### src/rtl/vx_lsu_csr_bridge.sv
// rtl/vx_lsu_csr_bridge.sv - serializes multi-lane LSU CSR requests into single-lane CSR accesses
module vx_lsu_csr_bridge #(
    parameter int NUM_LANES  = 4,
    parameter int DATA_WIDTH = 32,
    parameter int ADDR_WIDTH = 12,
    parameter int TAG_WIDTH  = 8
) (
    input  logic                            clk,
    input  logic                            reset,
    input  logic                            req_valid,
    output logic                            req_ready,
    input  logic [1:0]                      req_op,
    input  logic [NUM_LANES-1:0]            req_mask,
    input  logic [NUM_LANES*ADDR_WIDTH-1:0] req_addr,
    input  logic [NUM_LANES*DATA_WIDTH-1:0] req_data,
    input  logic [TAG_WIDTH-1:0]            req_tag,
    output logic                            csr_read_enable,
    output logic [ADDR_WIDTH-1:0]           csr_read_addr,
    input  logic [DATA_WIDTH-1:0]           csr_read_data,
    output logic                            csr_write_enable,
    output logic [ADDR_WIDTH-1:0]           csr_write_addr,
    output logic [DATA_WIDTH-1:0]           csr_write_data,
    output logic                            rsp_valid,
    input  logic                            rsp_ready,
    output logic [NUM_LANES-1:0]            rsp_mask,
    output logic [NUM_LANES*DATA_WIDTH-1:0] rsp_data,
    output logic [TAG_WIDTH-1:0]            rsp_tag
);

    typedef enum logic [1:0] {IDLE, ACCESS, RESPOND} state_t;

    localparam logic [1:0] OP_READ  = 2'd0;
    localparam logic [1:0] OP_WRITE = 2'd1;
    localparam logic [1:0] OP_SET   = 2'd2;
    localparam logic [1:0] OP_CLEAR = 2'd3;

    state_t                          state;
    logic [1:0]                      op_q;
    logic [NUM_LANES-1:0]            mask_q;
    logic [NUM_LANES-1:0]            pending;
    logic [NUM_LANES*ADDR_WIDTH-1:0] addr_q;
    logic [NUM_LANES*DATA_WIDTH-1:0] data_q;
    logic [NUM_LANES*DATA_WIDTH-1:0] rsp_data_q;
    logic [TAG_WIDTH-1:0]            tag_q;
    logic                            ready_q;
    logic                            valid_q;

    logic [NUM_LANES-1:0]  lane_sel;
    logic [ADDR_WIDTH-1:0] cur_addr;
    logic [DATA_WIDTH-1:0] cur_data;
    logic                  active;

    // Descending scan so the lowest pending lane is the one that sticks.
    always_comb begin
        lane_sel = '0;
        cur_addr = '0;
        cur_data = '0;
        for (int i = NUM_LANES - 1; i >= 0; i--) begin
            if (pending[i]) begin
                lane_sel    = '0;
                lane_sel[i] = 1'b1;
                cur_addr    = addr_q[i*ADDR_WIDTH +: ADDR_WIDTH];
                cur_data    = data_q[i*DATA_WIDTH +: DATA_WIDTH];
            end
        end
    end

    // Reset suppresses strobes at once so a lane in flight is never committed.
    assign active           = (state == ACCESS) && !reset;
    assign csr_read_enable  = active;
    assign csr_read_addr    = active ? cur_addr : '0;
    assign csr_write_enable = active && (op_q != OP_READ);
    assign csr_write_addr   = csr_write_enable ? cur_addr : '0;

    always_comb begin
        csr_write_data = '0;
        if (csr_write_enable) begin
            case (op_q)
                OP_WRITE: csr_write_data = cur_data;
                OP_SET:   csr_write_data = csr_read_data | cur_data;
                OP_CLEAR: csr_write_data = csr_read_data & ~cur_data;
                default:  csr_write_data = '0;
            endcase
        end
    end

    always_ff @(posedge clk) begin
        if (reset) begin
            state      <= IDLE;
            op_q       <= '0;
            mask_q     <= '0;
            pending    <= '0;
            addr_q     <= '0;
            data_q     <= '0;
            rsp_data_q <= '0;
            tag_q      <= '0;
            ready_q    <= 1'b1;
            valid_q    <= 1'b0;
        end else begin
            case (state)
                IDLE: begin
                    if (req_valid) begin
                        op_q       <= req_op;
                        mask_q     <= req_mask;
                        pending    <= req_mask;
                        addr_q     <= req_addr;
                        data_q     <= req_data;
                        tag_q      <= req_tag;
                        rsp_data_q <= '0;
                        ready_q    <= 1'b0;
                        if (req_mask != '0) begin
                            state <= ACCESS;
                        end else begin
                            state   <= RESPOND;
                            valid_q <= 1'b1;
                        end
                    end
                end
                ACCESS: begin
                    pending <= pending & ~lane_sel;
                    for (int i = 0; i < NUM_LANES; i++) begin
                        if (lane_sel[i]) begin
                            rsp_data_q[i*DATA_WIDTH +: DATA_WIDTH] <= csr_read_data;
                        end
                    end
                    if ((pending & ~lane_sel) == '0) begin
                        state   <= RESPOND;
                        valid_q <= 1'b1;
                    end
                end
                RESPOND: begin
                    if (rsp_ready) begin
                        state   <= IDLE;
                        valid_q <= 1'b0;
                        ready_q <= 1'b1;
                    end
                end
                default: begin
                    state   <= IDLE;
                    valid_q <= 1'b0;
                    ready_q <= 1'b1;
                end
            endcase
        end
    end

    assign req_ready = ready_q;
    assign rsp_valid = valid_q;
    assign rsp_mask  = mask_q;
    assign rsp_data  = rsp_data_q;
    assign rsp_tag   = tag_q;

endmodule

### config.mk
export PLATFORM = sky130hd
export DESIGN_NAME = vx_lsu_csr_bridge
export DESIGN_NICKNAME = d
export VERILOG_FILES = /design/src/rtl/vx_lsu_csr_bridge.sv
export SDC_FILE = /design/constraint.sdc
export NUM_CORES = 1
export LEC_CHECK = 0
export ABC_AREA = 1
export BUFFER_PORTS_ARGS = -buffer_cell sky130_fd_sc_hd__buf_2
export CAP_MARGIN = 20
export CELL_PAD_IN_SITES_DETAIL_PLACEMENT = 0
export CELL_PAD_IN_SITES_GLOBAL_PLACEMENT = 1
export CORE_MARGIN = 1.5
export CORE_UTILIZATION = 37
export CTS_BUF_LIST = sky130_fd_sc_hd__clkbuf_2 sky130_fd_sc_hd__clkbuf_4 sky130_fd_sc_hd__clkbuf_8
export DETAILED_ROUTE_END_ITERATION = 16
export PLACE_DENSITY_LB_ADDON = 0.1
export SYNTH_ARGS = -nofsm -noshare
export SYNTH_HDL_FRONTEND = slang
export SYNTH_SLANG_ARGS = --single-unit
export TNS_END_PERCENT = 5
### constraint.sdc
create_clock -name clk -period 1.5 [get_ports clk]
set_input_delay 0.15 -clock clk [delete_from_list [all_inputs] [get_ports clk]]
set_output_delay 0.15 -clock clk [all_outputs]
set_load 0.01 [all_outputs]
== After elaboration in Yosys (flattened, before gate mapping) ==
Cells that the tools add are included.

* Flip-flop bits (word level): 326
* Bits of input ports: 226
* Output and inout port bits: 200

* Eq/ne operators: 13
* Muxes and demuxes: 37
* Bitwise logic cells: 6
* Reduce and logical (&&, ||, !) cells: 17

{| class="wikitable"
|+ Operator list
! cell !! number
|-
| two-way mux 32 bit || 9
|-
| case mux 128 bit (2 select lines) || 1
|-
| two-way mux 128 bit || 1
|-
| case mux 32 bit (3 select lines) || 1
|-
| two-way mux 12 bit || 6
|-
| AND 32 bit || 1
|-
| inverter 32 bit || 1
|-
| OR 32 bit || 1
|-
| two-way mux 4 bit || 5
|-
| AND reduction 3 bit || 6
|-
| != test 2 bit, second input constant || 7
|-
| two-way mux 2 bit || 4
|-
| case mux 4 bit (2 select lines) || 1
|-
| equality test 2 bit, second input constant || 3
|-
| two-way mux 1 bit || 6
|-
| case mux 1 bit (3 select lines) || 2
|-
| case mux 2 bit (3 select lines) || 1
|-
| AND 4 bit || 1
|-
| equality test 2 x 1 -> 1 bit, second input constant || 2
|-
| zero test 4 bit || 1
|-
| inverter 4 bit || 1
|-
| AND reduction 2 bit || 2
|-
| AND reduction 4 bit || 1
|-
| nonzero test 2 bit || 2
|-
| 6 further kinds || 7
|}

== Logic depth before layout (Yosys ltp) ==
Gate-level depths: netlist of the first run.

* Word-level depth: 9
* Mapped depth: 10
* Gate-level depth less buffers: 9

== Least setup slack after synthesis of the first run ==
Ideal clock, no wire load.

* Path type: register to output
* Start point: register state[0]
* End point: output port csr_write_addr[0]
* Data arrival time: 1.365 ns
* Path slack: -0.015 ns
* Cell stages (with the launch flop): 7
* Path buffers: 1
* Path through: dfxtp_1 nand2_2 nor2_2 buf_2 o211ai_1 a31oi_1 o21a_1

* Longest elaborated chain between the ends: 4

{| class="wikitable"
|+ RTL lines
! what !! line !! text
|-
| start: declaration || 37 || <nowiki>state_t state;</nowiki>
|-
| start signal: assignment || 89 || <nowiki>state <= IDLE;</nowiki>
|-
| start signal: assignment || 112 || <nowiki>state <= ACCESS;</nowiki>
|-
| start signal: assignment || 114 || <nowiki>state <= RESPOND;</nowiki>
|-
| equality test 2 x 1 -> 1 bit || 69 || <nowiki>assign active = (state == ACCESS) && !reset;</nowiki>
|-
| logical AND 1 bit || 69 ||
|-
| via csr_read_enable || 17 || <nowiki>output logic csr_read_enable,</nowiki>
|-
| logical AND 1 bit || 72 || <nowiki>assign csr_write_enable = active && (op_q != OP_READ);</nowiki>
|-
| two-way mux 12 bit || 73 || <nowiki>assign csr_write_addr = csr_write_enable ? cur_addr : '0;</nowiki>
|-
| end: declaration || 21 || <nowiki>output logic [ADDR_WIDTH-1:0] csr_write_addr,</nowiki>
|}

The timed path passes the listed nets, and every way through them passes these cells.

== Final worst setup path of the first run ==
* Start point: register pending[2]
* End point: output port csr_write_data[10]

* Longest elaborated chain between the ends: 7
* Elaborated cells on any way between the ends: 8

{| class="wikitable"
|+ RTL lines
! what !! line !! text
|-
| start: declaration || 40 || <nowiki>logic [NUM_LANES-1:0] pending;</nowiki>
|-
| start signal: assignment || 105 || <nowiki>pending <= req_mask;</nowiki>
|-
| start signal: assignment || 120 || <nowiki>pending <= pending & ~lane_sel;</nowiki>
|-
| two-way mux 32 bit * (3 in a row) || 59 || <nowiki>if (pending[i]) begin</nowiki>
|-
| inverter 32 bit || 81 || <nowiki>OP_CLEAR: csr_write_data = csr_read_data & ~cur_data;</nowiki>
|-
| AND 32 bit || 81 ||
|-
| case mux 32 bit (3 select lines) * || 78 || <nowiki>case (op_q)</nowiki>
|-
| two-way mux 32 bit * || 77 || <nowiki>if (csr_write_enable) begin</nowiki>
|-
| end: declaration || 22 || <nowiki>output logic [DATA_WIDTH-1:0] csr_write_data,</nowiki>
|}

Every way passes the cells marked *; elsewhere a longest branch is shown, timed or not.

==> results of run 1 <==
power groups by stage:
stage | Clock [uW] | Sequential [uW] | Combinational (uW)
CTS | 9180 | 10400 | 7100
global placement | 0 | 10500 | 6180
global route | 9610 | 10500 | 8010
floorplan | 0 | 10600 | 3420
finish | 8990 | 10400 | 7280
detailed placement | 0 | 10500 | 6250
cell families (layout without fill, tap and decap cells):
kind of cell | Yosys count | in the layout | share of synthesized area (%)
DFF | 326 | 326 | 47.9
AOI/OAI and AO/OA | 455 | 455 | 17.4
and+or+nand+nor | 985 | 985 | 28.3
buffers and inverters | 195 | 936 | 6.45
other | 0 | 3 | 0
cells in the final DEF, fill, tap and decap left out, drive strengths merged:
| cell | netlist | final |
|---|---|---|
| nand2 | 337 | 337 |
| o21ai | 257 | 257 |
| nand3 | 22 | 22 |
| and3 | 1 | 1 |
| dlygate4sd3 | 0 | 225 |
| diode | 0 | 3 |
| o211ai | 11 | 11 |
| clkbuf | 73 | 90 |
| a21oi | 156 | 156 |
| dfxtp | 326 | 326 |
| a31oi | 14 | 14 |
| o22ai | 3 | 3 |
| nor3 | 26 | 26 |
| o21a | 9 | 9 |
| o221ai | 5 | 5 |
| buf | 70 | 551 |
| inv | 52 | 55 |
| clkinvlp | 0 | 2 |
| nor2 | 590 | 590 |
| or2 | 9 | 9 |
| bufbuf | 0 | 1 |
| bufinv | 0 | 2 |
| clkinv | 0 | 10 |
metal layers:
| metal | up-vias | share of wire (%) | wire length [um] |
|---|---|---|---|
| met5 | - | 0 | 0 |
| met3 | 103 | 6.5 | 3490 |
| met2 | 518 | 44 | 23600 |
| li1 | 7730 | - | - |
| met4 | 0 | 3.7 | 2000 |
| met1 | 7121 | 46 | 24900 |
cell type report:
class                           count  area [um^2]
Antenna cell                        3         7.51
Clock buffer                       90         1140
Clock inverter                     16          143
Fill cell                        3433        15100
Inverter                           52          225
Multi-Input combinational cell   1440         6770
Sequential cell                   326         6540
Tap cell                          468          586
Timing Repair Buffer              777         5900
Timing Repair inverter              1         3.75
worst reg2reg max path: stages, from the launching register on:
cell and delay [ps]:
sky130_fd_sc_hd__dfxtp_4 370, sky130_fd_sc_hd__nor2_4 200, sky130_fd_sc_hd__buf_8 170, sky130_fd_sc_hd__buf_12 140, sky130_fd_sc_hd__buf_6 100, sky130_fd_sc_hd__nand3_1 80
sky130_fd_sc_hd__nand2_2 160, sky130_fd_sc_hd__buf_6 190, sky130_fd_sc_hd__o21ai_0 90, sky130_fd_sc_hd__a21oi_1 130
metrics by stage:
| stage | setup WS (ps) | hold slack (ps) |
|---|---|---|
| global placement | -170 | 399 |
| floorplan | -14.8 | 299 |
| finish | -764 | 280 |
| global route | -883 | 281 |
| CTS | -792 | 234 |
| detailed placement | -176 | 404 |
flip-flops by register name (all words and copies together) (netlist names), 2 cells and up:
| signal | flops |
|---|---|
| data_q | 128 |
| rsp_data | 128 |
| addr_q | 48 |
| rsp_tag | 8 |
| pending | 4 |
| rsp_mask | 4 |
| op_q | 2 |
| state | 2 |
path summary, 6_finish.rpt:
path,start,to,slack [ps],cells after the start
setup reg to reg,pending[2]$_SDFFE_PP0P_,rsp_data[126]$_SDFFE_PP0P_,-200,9
hold / removal,req_addr[12],addr_q[12]$_SDFFE_PP0P_,280,4
setup / recovery,pending[2]$_SDFFE_PP0P_,csr_write_data[10],-760,10
hold reg to reg,rsp_data[9]$_SDFFE_PP0P_,rsp_data[9]$_SDFFE_PP0P_,460,2
repair_timing:
item,in CTS,in global routing
resized for setup,130,79
pin swaps,23,30
buffers inserted,9,0
endpoints found under the hold margin,325,0
hold buffers,225,0
gates cloned,3,0
endpoints found under the setup margin,354,360
==> results.md, run 1 <==
CTS
* number of buffers created by CTS: 57
* TritonCTS Sinks: 326
* clock latency at the later pin of the worst-skew pair: 660 ps
* root cell of the clock tree: sky130_fd_sc_hd__clkbuf_8
* CTS tree: yes
* clock input transition at the sequential cells of the worst setup and hold paths: 70 ps
* CTS Buffer Depth: 3
* # H-tree levels: 2

Outcome
* violations in the final reports: negative setup slack
* result of the run: finished with violations

Min path
* type of the worst min-delay path: in -> reg

Synth
* Mean Syn Cell Area: 6.95 um^2
* most instantiated library cell after synthesis: sky130_fd_sc_hd__nor2_1
* largest area contributor in the netlist: sky130_fd_sc_hd__dfxtp_1
* Commonest cells post-synth: sky130_fd_sc_hd__nor2_1, sky130_fd_sc_hd__nand2_1, sky130_fd_sc_hd__dfxtp_1, sky130_fd_sc_hd__o21ai_0, sky130_fd_sc_hd__a21oi_1
* synthesized flop and latch total: 326
* Yosys cell types: 27
* EDFF count, synth: 0
* post-synth net total: 2187
* most used flip-flop cell after synthesis: sky130_fd_sc_hd__dfxtp_1
* top cells by area in the synthesized netlist: sky130_fd_sc_hd__dfxtp_1, sky130_fd_sc_hd__nor2_1, sky130_fd_sc_hd__nand2_1
* post-synthesis instance total: 1961
* portion of the post-synthesis area used by sequential elements: 47.9%
* Synth Warn #: 0
* Post-synth ARST share: 0%
* summed instance area of the synthesized netlist: 13600 um^2
* share of Yosys cell area claimed by the top area cell type: 47.9%

Setup path
* category of the critical setup timing path: reg -> out
* slowest cell delay on critical path: 370 ps
* data required time at the worst endpoint: 1350 ps
* category of cells accounting for the largest share of critical-path delay: simple AND/OR/NAND/NOR gates
* Critical Path Slowest Stage Cell: sky130_fd_sc_hd__dfxtp_4
* nature of the critical path endpoint: output pin
* kind of start point of the critical path: flop
* sum of buffers and inverters on the critical path: 3
* Critical Path, Cell by Cell: nor2_4 > buf_12 > nand2_1 > nand2_2 > nand2_2 > nand2_1 > a21oi_1 > nor3_1 > buf_4 > buf_4
* Max FO, Critical Path: 18
* worst path arrival time: 2110 ps

Layout
* area growth from synthesis to final layout: 56.4%
* Post-Route Utilization: 58.5%
* share of final-layout standard cells stronger than drive strength 1: 30.5%
* final design instance area without fill: 21300 um^2
* non-filler instance count after layout: 3173
* number of nets in the layout: 2881

Power and ir drop
* fraction of power spent switching nets: 32.5%
* overall power consumption: 26700 uW
* total net switching power: 8670 uW
* Logic pwr share: 27.3%
* fraction of power consumed by sequential logic: 39.0%
* maximum VDD drop: 0.619 mV
* cell area power density: 1250 nW/um^2
* part of the power in the clock network: 33.7%
* leakage power figure: 0.00984 uW
* internal power of the cells: 18000 uW

Global routing
* grt met3 use: 5.05%
* fraction of met1 tracks used by global routing: 38.0%
* gr usage total: 27.6%
* number of antenna violations at the first check in global routing: 3
* vias in the first global route: 14700
* pin count of the biggest net entering global routing: 87
* GR met2 Demand/Resource: 42.4%
* remaining global-route overflow: 0
* GR peak layer: met2
* first-pass GRT wire length: 82200 um

STA
* final period demand of the worst path: 2260 ps
* actual slew at the worst max-slew pin: 741 ps
* total setup violations reported at the end of the flow: 119
* final slew viol count: 0
* setup TNS after final layout: -44080 ps
* number of endpoints with negative hold slack in the final report: 0
* setup repair after global routing missed its margin: yes
* setup ws final: -764 ps
* maximum frequency from static timing analysis: 442 MHz
* final critical-path share of the clock period: 151%
* final setup skew: 24.3 ps
* Rel. slew slack: 50.6%

Place
* DP Cell Count: 2827
* HPWL after detailed placement: 37300 um
* RePlAce Congestion: 0.902
* number of port buffers: 425
* placed standard-cell area: 16900 um^2

Routing
* via density per instance: 4.88
* total wirelength of the detailed-routed design: 53900 um
* remaining routing DRC violations: 0
* total iterations of the first detailed-routing run: 5
* total number of vias: 15500
* Routed WL per cell: 17.0 um
* remaining antenna violation count: 0
* 1st-iter DRT viols: 799

Floorplan
* overall die width: 195 um
* Core Rows: 70
* starting utilization of the core area: 37.4%
* die outline area: 38000 um^2
* chip height: 195 um
* floorplan core area: 36400 um^2
* I/O pin count: 426

Run
* count of max-cap constraint violations: 0

No activity file was read; power rests on OpenSTA's default activity.
==> run 2: changes to the inputs <==
- RECOVER_POWER: not set -> 25
==> results.md, run 2 (synthesis results as in run 1) <==
Floorplan
* Core Rows: 70
* starting utilization of the core area: 37.4%
* chip height: 195 um
* I/O pin count: 426
* overall die width: 195 um
* floorplan core area: 36400 um^2
* die outline area: 38000 um^2

STA
* setup ws final: -770 ps
* setup repair after global routing missed its margin: yes
* Rel. slew slack: 50.8%
* final setup skew: 21.5 ps
* final slew viol count: 0
* final period demand of the worst path: 2270 ps
* total setup violations reported at the end of the flow: 378
* actual slew at the worst max-slew pin: 738 ps
* final critical-path share of the clock period: 151%
* number of endpoints with negative hold slack in the final report: 0
* maximum frequency from static timing analysis: 441 MHz

Setup path
* Max FO, Critical Path: 18
* kind of start point of the critical path: flop
* worst path arrival time: 2120 ps
* nature of the critical path endpoint: output pin
* category of the critical setup timing path: reg -> out
* data required time at the worst endpoint: 1350 ps

CTS
* clock latency at the later pin of the worst-skew pair: 660 ps
* TritonCTS Sinks: 326
* clock input transition at the sequential cells of the worst setup and hold paths: 60 ps
* number of buffers created by CTS: 57
* # H-tree levels: 2
* root cell of the clock tree: sky130_fd_sc_hd__clkbuf_8
* CTS tree: yes
* CTS Buffer Depth: 3

Place
* placed standard-cell area: 16900 um^2
* DP Cell Count: 2827
* HPWL after detailed placement: 37300 um
* number of port buffers: 425
* RePlAce Congestion: 0.902
* worst setup slack before clock tree synthesis: -176 ps

Global routing
* vias in the first global route: 14700
* first-pass GRT wire length: 82200 um
* pin count of the biggest net entering global routing: 87
* gr usage total: 27.6%
* number of antenna violations at the first check in global routing: 3
* remaining global-route overflow: 0

Layout
* number of nets in the layout: 2881
* final design instance area without fill: 21200 um^2
* non-filler instance count after layout: 3173
* share of final-layout standard cells stronger than drive strength 1: 29.0%
* area growth from synthesis to final layout: 55.9%
* most common cell after layout, fill and taps aside: sky130_fd_sc_hd__nor2_1
* commonest cells after routing, fill and taps aside: sky130_fd_sc_hd__nor2_1, sky130_fd_sc_hd__buf_2, sky130_fd_sc_hd__dfxtp_1

Outcome
* result of the run: finished with violations
* violations in the final reports: negative setup slack

Routing
* total wirelength of the detailed-routed design: 53900 um
* met2 wire len: 23500 um
* remaining routing DRC violations: 0
* routed metal-1 wirelength: 24700 um
* total number of vias: 15500
* remaining antenna violation count: 0
* 1st-iter DRT viols: 787
* Routed WL per cell: 17.0 um
* total iterations of the first detailed-routing run: 5
* met3 WL: 3700 um
* via density per instance: 4.88
* highest metal used: met4

Min path
* type of the worst min-delay path: in -> reg

Power and ir drop
* maximum VDD drop: 0.623 mV
* cell area power density: 1250 nW/um^2
* overall power consumption: 26600 uW
* leakage power figure: 0.00967 uW

Run
* count of max-cap constraint violations: 0

==> run 2: cell types whose count changed in the layout (fill, tap and decap cells not counted), sizes merged <==
cell	previous run	this run
buf	551	511
clkbuf	90	130
==> run 2: final timing paths <==
path                       startpoint                   endpoint  slack, ps  depth (start not counted)
max           pending[2]$_SDFFE_PP0P_         csr_write_data[10]       -770                         10
min reg2reg  rsp_data[9]$_SDFFE_PP0P_   rsp_data[9]$_SDFFE_PP0P_        460                          2
max reg2reg     state[0]$_SDFFE_PP0P_  rsp_data[18]$_SDFFE_PP0P_       -210                         10
min                      req_addr[12]    addr_q[12]$_SDFFE_PP0P_        280                          4
==> run 2: power by group <==
part           internal (uW)  switching, uW  leakage, uW
Sequential              9760            630      0.00269
Clock                   5180           3830     0.000682
Combinational           3010           4220      0.00630
Total                  18000           8680      0.00967
==> run 2: layout make-up <==
type                            count  area [um^2]
Antenna cell                        3         7.51
Clock buffer                       90         1140
Clock inverter                     16          143
Fill cell                        3459        15200
Inverter                           52          225
Multi-Input combinational cell   1440         6760
Sequential cell                   326         6540
Tap cell                          468          586
Timing Repair Buffer              777         5850
Timing Repair inverter              1         3.75
==> run 2: stage by stage <==
stage | TNS (ps) | util (%) | hold slack (ps)
floorplan | -134 | - | 299
global placement | -11890 | 46.5 | 399
detailed placement | -25730 | 46.5 | 404
CTS | -48110 | 57.8 | 234
global route | -127600 | 58.3 | 281
finish | -86780 | 58.3 | 282
==> run 2: layer usage <==
layer | global-route usage [%] | vias to the layer above
li1 | - | 7732
met1 | 38.0 | 7070
met4 | 11.7 | 0
met2 | 42.4 | 570
met3 | 5.05 | 106
met5 | 0 | -
==> run 2: critical path, stage by stage (launching register included) <==
cell and delay (ps):
sky130_fd_sc_hd__dfxtp_4 370, sky130_fd_sc_hd__nor2_4 200, sky130_fd_sc_hd__buf_12 180, sky130_fd_sc_hd__nand2_1 70, sky130_fd_sc_hd__nand2_2 70, sky130_fd_sc_hd__nand2_2 70
sky130_fd_sc_hd__nand2_1 60, sky130_fd_sc_hd__a21oi_1 40, sky130_fd_sc_hd__nor3_1 150, sky130_fd_sc_hd__buf_4 150, sky130_fd_sc_hd__buf_4 110
==> run 2: timing repair <==
item                                   CTS  global route
setup endpoints to repair              354           360
endpoints found under the hold margin  325             0
pin swaps                               23            30
gates resized for setup                130            79
hold buffers                           225             0
buffers inserted                         9             0
gates cloned                             3             0
